`config.mk`:
```
export PLATFORM = sky130hd
export DESIGN_NAME = half_ip_sched_flat
export DESIGN_NICKNAME = d
export VERILOG_FILES = /design/src/rtl/half_ip_sched_if.sv /design/src/rtl/half_ip_sched.sv /design/src/flat_wrapper.sv
export SDC_FILE = /design/constraint.sdc
export NUM_CORES = 1
export LEC_CHECK = 0
export CORE_MARGIN = 5
export CORE_UTILIZATION = 40
export DETAILED_ROUTE_END_ITERATION = 10
export PLACE_DENSITY_LB_ADDON = 0.25
export REMOVE_ABC_BUFFERS = 1
export SLEW_MARGIN = 20
export SYNTH_ARGS = -nofsm -noshare
export SYNTH_HDL_FRONTEND = slang
export SYNTH_SLANG_ARGS = --single-unit
export TNS_END_PERCENT = 20
```
`constraint.sdc`:
```
create_clock -name clk -period 5.2 [get_ports clk]
set_clock_uncertainty 0.05 [all_clocks]
set_input_delay 0.78 -clock clk [delete_from_list [all_inputs] [get_ports clk]]
set_output_delay 0.78 -clock clk [all_outputs]
set_load 0.05 [all_outputs]
```
`src/rtl/half_ip_sched_if.sv`:
```
// Request/result handshake bundle between a requester and the half-pel
// interpolator sequencer. Requests carry an integer-pel centre address.
// Results carry nine captured half-pel samples plus an out-of-range flag.
interface half_ip_sched_if;
  logic        req_valid;
  logic        req_ready;
  logic [7:0]  req_centre;
  logic        out_valid;
  logic        out_ready;
  logic [71:0] out_half;
  logic [7:0]  out_centre;
  logic        out_err;

  // Requester side: issues centres and consumes results.
  modport master (
    output req_valid, req_centre, out_ready,
    input  req_ready, out_valid, out_half, out_centre, out_err
  );

  // Sequencer side.
  modport slave (
    input  req_valid, req_centre, out_ready,
    output req_ready, out_valid, out_half, out_centre, out_err
  );
endinterface

```
`src/rtl/half_ip_sched.sv`:
```
// Sequencer for the half-pel interpolator. It accepts one centre address at a time
// and rejects centres whose filter footprint would leave the 16x16 macroblock.
// For a legal centre it restarts the interpolator for one cycle and lets it run
// for IP_LATENCY cycles. It then captures the nine results and holds them until
// they are consumed. The interpolator is held in reset whenever it is not running.
module half_ip_sched #(
  parameter int IP_LATENCY = 26,
  parameter int COUNT_W    = 16
) (
  input  logic               clk,
  input  logic               rst,
  half_ip_sched_if.slave     bus,
  output logic               ip_rst_n,
  output logic [7:0]         ip_centre,
  input  logic [71:0]        ip_half,
  output logic [COUNT_W-1:0] job_count
);

  localparam int RUN_W = (IP_LATENCY > 1) ? $clog2(IP_LATENCY) : 1;
  localparam logic [RUN_W-1:0] RUN_LAST = RUN_W'(IP_LATENCY - 1);

  typedef enum logic [1:0] {
    IDLE    = 2'd0,
    RESTART = 2'd1,
    RUN     = 2'd2,
    DONE    = 2'd3
  } state_t;

  state_t           state;
  logic [RUN_W-1:0] run_cnt;
  logic             take;
  logic             legal_in;

  // A centre is launchable only if taps at rows -4..+3 and cols -3..+3
  // stay inside the macroblock, because interpolator addressing wraps at 8 bits.
  function automatic logic centre_legal(input logic [7:0] c);
    logic [3:0] row;
    logic [3:0] col;
    row = c[7:4];
    col = c[3:0];
    return (row >= 4'd4) && (row <= 4'd12) && (col >= 4'd3) && (col <= 4'd12);
  endfunction

  // Ready in IDLE, or in DONE when the current result leaves this cycle.
  always_comb begin
    take = 1'b0;
    if (rst) begin
      take = 1'b0;
    end else begin
      case (state)
        IDLE:    take = 1'b1;
        DONE:    take = bus.out_ready;
        default: take = 1'b0;
      endcase
    end
  end

  assign bus.req_ready = take;
  assign legal_in      = centre_legal(bus.req_centre);

  // Job sequencing: restart pulse, timed run, capture, and result hold.
  always_ff @(posedge clk) begin
    if (rst) begin
      state         <= IDLE;
      run_cnt       <= '0;
      ip_rst_n      <= 1'b0;
      ip_centre     <= 8'd0;
      bus.out_valid <= 1'b0;
      bus.out_half  <= 72'd0;
      bus.out_centre<= 8'd0;
      bus.out_err   <= 1'b0;
      job_count     <= '0;
    end else begin
      case (state)
        IDLE: begin
          ip_rst_n <= 1'b0;
        end
        RESTART: begin
          ip_rst_n <= 1'b1;
          run_cnt  <= '0;
          state    <= RUN;
        end
        RUN: begin
          if (run_cnt == RUN_LAST) begin
            ip_rst_n      <= 1'b0;
            bus.out_half  <= ip_half;
            bus.out_err   <= 1'b0;
            bus.out_valid <= 1'b1;
            state         <= DONE;
          end else begin
            run_cnt <= run_cnt + {{(RUN_W-1){1'b0}}, 1'b1};
          end
        end
        DONE: begin
          if (bus.out_ready) begin
            job_count     <= job_count + {{(COUNT_W-1){1'b0}}, 1'b1};
            bus.out_valid <= 1'b0;
            state         <= IDLE;
          end else begin
            state <= DONE;
          end
        end
        default: begin
          state    <= IDLE;
          ip_rst_n <= 1'b0;
        end
      endcase

      // A new job can be taken from IDLE or in the same cycle a result is consumed.
      // Later assignments here take precedence over the DONE -> IDLE exit above.
      if (take && bus.req_valid) begin
        ip_centre      <= bus.req_centre;
        bus.out_centre <= bus.req_centre;
        if (legal_in) begin
          state <= RESTART;
        end else begin
          state         <= DONE;
          bus.out_valid <= 1'b1;
          bus.out_err   <= 1'b1;
          bus.out_half  <= 72'd0;
        end
      end
    end
  end

endmodule

```
`src/flat_wrapper.sv`:
```
// flat-port wrapper written by rule: the top's interface ports become plain ports
module half_ip_sched_flat 
#(
  parameter int IP_LATENCY = 26,
  parameter int COUNT_W    = 16
)
  (clk, rst, ip_rst_n, ip_centre, ip_half, job_count, bus_req_valid, bus_req_centre, bus_out_ready, bus_req_ready, bus_out_valid, bus_out_half, bus_out_centre, bus_out_err);
  half_ip_sched_if bus_i ();
  input  logic clk;
  input  logic rst;
  output logic ip_rst_n;
  output logic [7:0] ip_centre;
  input  logic [71:0] ip_half;
  output logic [COUNT_W-1:0] job_count;
  input wire logic [$bits(bus_i.req_valid)-1:0] bus_req_valid;
  input wire logic [$bits(bus_i.req_centre)-1:0] bus_req_centre;
  input wire logic [$bits(bus_i.out_ready)-1:0] bus_out_ready;
  output wire logic [$bits(bus_i.req_ready)-1:0] bus_req_ready;
  output wire logic [$bits(bus_i.out_valid)-1:0] bus_out_valid;
  output wire logic [$bits(bus_i.out_half)-1:0] bus_out_half;
  output wire logic [$bits(bus_i.out_centre)-1:0] bus_out_centre;
  output wire logic [$bits(bus_i.out_err)-1:0] bus_out_err;
  assign bus_i.req_valid = bus_req_valid;
  assign bus_i.req_centre = bus_req_centre;
  assign bus_i.out_ready = bus_out_ready;
  assign bus_req_ready = bus_i.req_ready;
  assign bus_out_valid = bus_i.out_valid;
  assign bus_out_half = bus_i.out_half;
  assign bus_out_centre = bus_i.out_centre;
  assign bus_out_err = bus_i.out_err;
  half_ip_sched #(.IP_LATENCY(IP_LATENCY), .COUNT_W(COUNT_W)) u_core (.clk(clk), .rst(rst), .bus(bus_i), .ip_rst_n(ip_rst_n), .ip_centre(ip_centre), .ip_half(ip_half), .job_count(job_count));
endmodule
```
# After elaboration in Yosys (flattened, before gate mapping)
# Cells that the tools add are included.
# Widths: inputs -> output; s select.
[totals]
inputBits = 84
wordCells = 57
ff_bits = 106
output_inout_bits = 108
[classes]
n_addsub = 2
n_reduce_logical = 12
eq_ne = 7
mux = 24
magnitude_cmp = 4
[ops]
columns = ["operator", "count"]
rows = [
  ["$mux 72", 4],
  ["$add 16x1->16 const B", 1],
  ["$mux 1", 10],
  ["$pmux 5 s2", 1],
  ["$le 4x4->1 const B", 2],
  ["$mux 2", 4],
  ["$reduce_and 2->1", 4],
  ["$pmux 2 s3", 1],
  ["$add 5x1->5 const B", 1],
  ["$eq 5x5->1 const B", 1],
  ["$mux 5", 1],
  ["$eq 2x2->1 const B", 2],
  ["$ge 4x2->1 const B", 1],
  ["$ge 4x3->1 const B", 1],
  ["$logic_and 1x1->1", 4],
  ["$pmux 1 s2", 2],
  ["$reduce_bool 4->1", 1],
  ["$ne 3x1->1 const B", 1],
  ["$pmux 1 s3", 1],
  ["$reduce_bool 3->1", 1],
  ["$eq 2x1->1 const B", 1],
  ["$logic_not 2->1", 1],
  ["$ne 2x1->1 const B", 1],
  ["$ne 2x2->1 const B", 1],
  ["$reduce_bool 2->1", 1],
]

# Longest topological paths before layout
[depth]
ltp_word = 6
depth_mapped = 9
depth_no_buf = 6

# Worst setup path before layout
# No wires, ideal clock.
[synth_path]
kind = "input to output"
from = "in rst"
to = "out bus_req_ready"
required_ns = 4.370
n_path_buf = 1
setup_slack_ns = 2.316
stages = 2
arrival_time_ns = 2.054
path_cell_list = "clkbuf_1 > nor3_1"
[synth_between]
elab_chain_cells = 1
[synth_rtl]
columns = ["element", "line_no", "source"]
rows = [
  ["start, declared", "flat_wrapper.sv:10", "input logic rst;"],
  ["$mux 1", "half_ip_sched.sv:47", "if (rst) begin"],
  ["end, declared", "flat_wrapper.sv:18", "output wire logic [$bits(bus_i.req_ready)-1:0] bus_req_ready;"],
]
# No other way between the ends.

# Worst setup path in the final report
# Ends and elaborated chain as after synthesis.

==> run summary <==
FF+latch count, synth = 106
routed length per instance = 14.5 µm
TritonCTS clock tree = done
Seq pwr share = 0.490
Iter 0 DRT Violations = 202
vias in the first global route = 3813
Clock Latency Late Sink = 360 ps
worst hold slack = 409 ps
layout cells sized above 1 = 0.0504
Yosys Warn Count = 0
r2r startpoint = u_core.state[0]
# resized after CTS = 0
Clock Power Share = 0.294
P_sw = 0.000535 W
Combinational Power Share = 0.216
WP data arrival = 2570 ps
DIE AREA = 12700 µm²
HP Class = flop to flop
first-pass GRT wire length = 18800 µm
Final Hold Viols = 0
Slew Limit Fails = 0
# IOs = 192
Sink Count = 106
clock transition at the registers of the reported paths = 100 ps
worst-path maximum fanout = 12
max_cap viols = 0
Core ar. = 10300 µm²
synthesized cell area = 4210 µm²
CTS root buffer = clkbuf_8
Slew @ Worst Pin = 1030 ps
GP Congestion = 0.812
Nets = 763
chip width = 113 µm
Pre-antenna DRT Iters = 4
initial core utilization = 0.409
TritonCTS Buffers = 9
switching part of the total = 0.305
final instance area = 6290 µm²
Rel. slew slack = 0.311
port bufs = 191
# H-tree levels = 3
postcts setup bufs = 0
Antenna Nets Post-Route = 0
CP most frequent cell = clkdlybuf4s50_1
Cells after Synth = 504
HPWL after DPL = 8600 µm
RSZ-0062 raised after global routing = false
Leak Pwr = 2.14 nW
worst path required time = 4370 ps
EDFF count, synth = 0
Detail Route met2 WL = 5960 µm
Main synth FF type = dfxtp_1
CP startpoint kind = primary input
placed inst area = 6090 µm²
FMAX = 0.294 GHz
Min-Delay Startpoint = u_core.bus.out_half[71]
Highest Signal Layer = met4
crit-path cells = clkdlybuf4s50_1 > nor3_1 > clkdlybuf4s50_1
DRC = 0
syn avg cell area = 8.35 µm²
Worst VDD drop = 242 µV
All-Layer GR Usage = 0.178
# setup viols final = 0
P_int = 0.00122 W
PD cells = 279 nW/µm²
post-route minimum period = 3400 ps
share of flip-flops with an asynchronous set or reset = 0
synth cell count leaders = nand2_1 (154), dfxtp_1 (106), a21oi_1 (75), nor2_1 (25), clkbuf_1 (21)
most numerous cell in the Yosys netlist = nand2_1
Crit. Startpoint = rst
area grow syn2layout = 49.6%
initial antenna violation count = 0
sequential area share after synthesis = 0.504
Via Count = 3966
type of the worst setup path = primary input to output pin
Final TNS setup = 0 ps
largest net degree at the start of global routing = 73
r2r setup slk = 2300 ps
number of distinct library cells after synthesis = 38
critical path's slowest cell = clkdlybuf4s50_1
crit path capture type = output pin
Std-Cell Rows = 37
status = complete, no violations
n_diodes = 0
# fillers = 938
total gr overflow = 0
slowest stage delay, CP = 840 ps
largest cells by area after synthesis = dfxtp_1 (50%), nand2_1 (14%), a21oi_1 (8.9%)
vias per cell = 4.89
Synth top area share = 0.504
post-synth top area cell = dfxtp_1
Tcrit/Tclk final = 0.654
metal3 WL = 776 µm
Hold Buf Count CTS = 0
CTS max path bufs = 2
wl on met1 = 4850 µm
die height = 113 µm
Total Wirelength = 11700 µm
per-stage QoR:
step                worst slack (ps)  utilization  power (W)  instances
global route                    1700        0.612    0.00184        811
finish                          1800        0.612    0.00175        811
global placement                1720        0.593    0.00125        796
detailed placement              1600        0.593    0.00125        796
floorplan                       1490            -    0.00109        465
CTS                             1820        0.612    0.00177        811
worst max-delay path: cells and delay by family:
kind	cells	cell delay, ps
AND/OR/NAND/NOR	1	310
buffers and inverters	2	1480
placed cells by master (no fill, tap or decap), drive strengths merged, types with 3 or more instances in the layout:
master / count
and4: 4
inv: 8
xnor2: 3
buf: 4
mux2i: 8
a21oi: 85
or2: 3
dfxtp: 106
nand2b: 3
o21ai: 11
nand2: 154
a31oi: 3
ha: 8
nand3: 5
nor3: 5
nor2: 25
clkbuf: 9
nand4: 5
clkdlybuf4s50: 191
xor2: 8
or3: 3
path summary, 6_finish.rpt:
| path | endpoint | depth (start not counted) |
|---|---|---|
| worst min register to register | u_core.bus.out_half[71] | 2 |
| worst max-delay path | bus_req_ready | 3 |
| worst min-delay path | u_core.bus.out_half[71] | 2 |
| worst max register to register | u_core.bus.out_half[34] | 6 |
sequential cells by signal, summed over array words and instances (netlist names):
signal / flops
u_core.ip_rst_n: 1
u_core.run_cnt: 5
u_core.bus.out_centre: 8
u_core.job_count: 16
u_core.bus.out_err: 1
u_core.bus.out_valid: 1
u_core.bus.out_half: 72
u_core.state: 2
cell families after synthesis:
family / Yosys count / synth area share
AOI/OAI and AO/OA: 107 / 0.146
and+or+nand+nor: 219 / 0.223
buffers and inverters: 45 / 0.0607
muxes: 8 / 0.0190
xor gates and xnor gates: 11 / 0.0229
DFF: 106 / 0.504
adders and majority gates: 8 / 0.0238
power by group through the flow:
stage / clock [W] / sequential (W) / combinational, W
floorplan: 0 / 0.000954 / 0.000139
global placement: 0 / 0.000876 / 0.000374
detailed placement: 0 / 0.000877 / 0.000378
CTS: 0.000531 / 0.000859 / 0.000382
global route: 0.000566 / 0.000864 / 0.000411
finish: 0.000515 / 0.000859 / 0.000380
cell type report:
type | count | area [µm²] | area share
multi-input cells | 353 | 1840 | 0.292
clock inverters | 6 | 75.1 | 0.0119
well taps | 136 | 170 | 0.0270
repair buffers | 195 | 1940 | 0.309
clock buffers | 9 | 124 | 0.0197
inverters | 6 | 22.5 | 0.00358
flip-flops and latches | 106 | 2120 | 0.337
metal layers:
| metal | up-vias | GRT usage |
|---|---|---|
| met4 | 0 | 0.0473 |
| li1 | 1991 | - |
| met3 | 8 | 0.0539 |
| met5 | - | 0 |
| met2 | 123 | 0.307 |
| met1 | 1844 | 0.215 |
No activity file was read; power rests on OpenSTA's default activity.
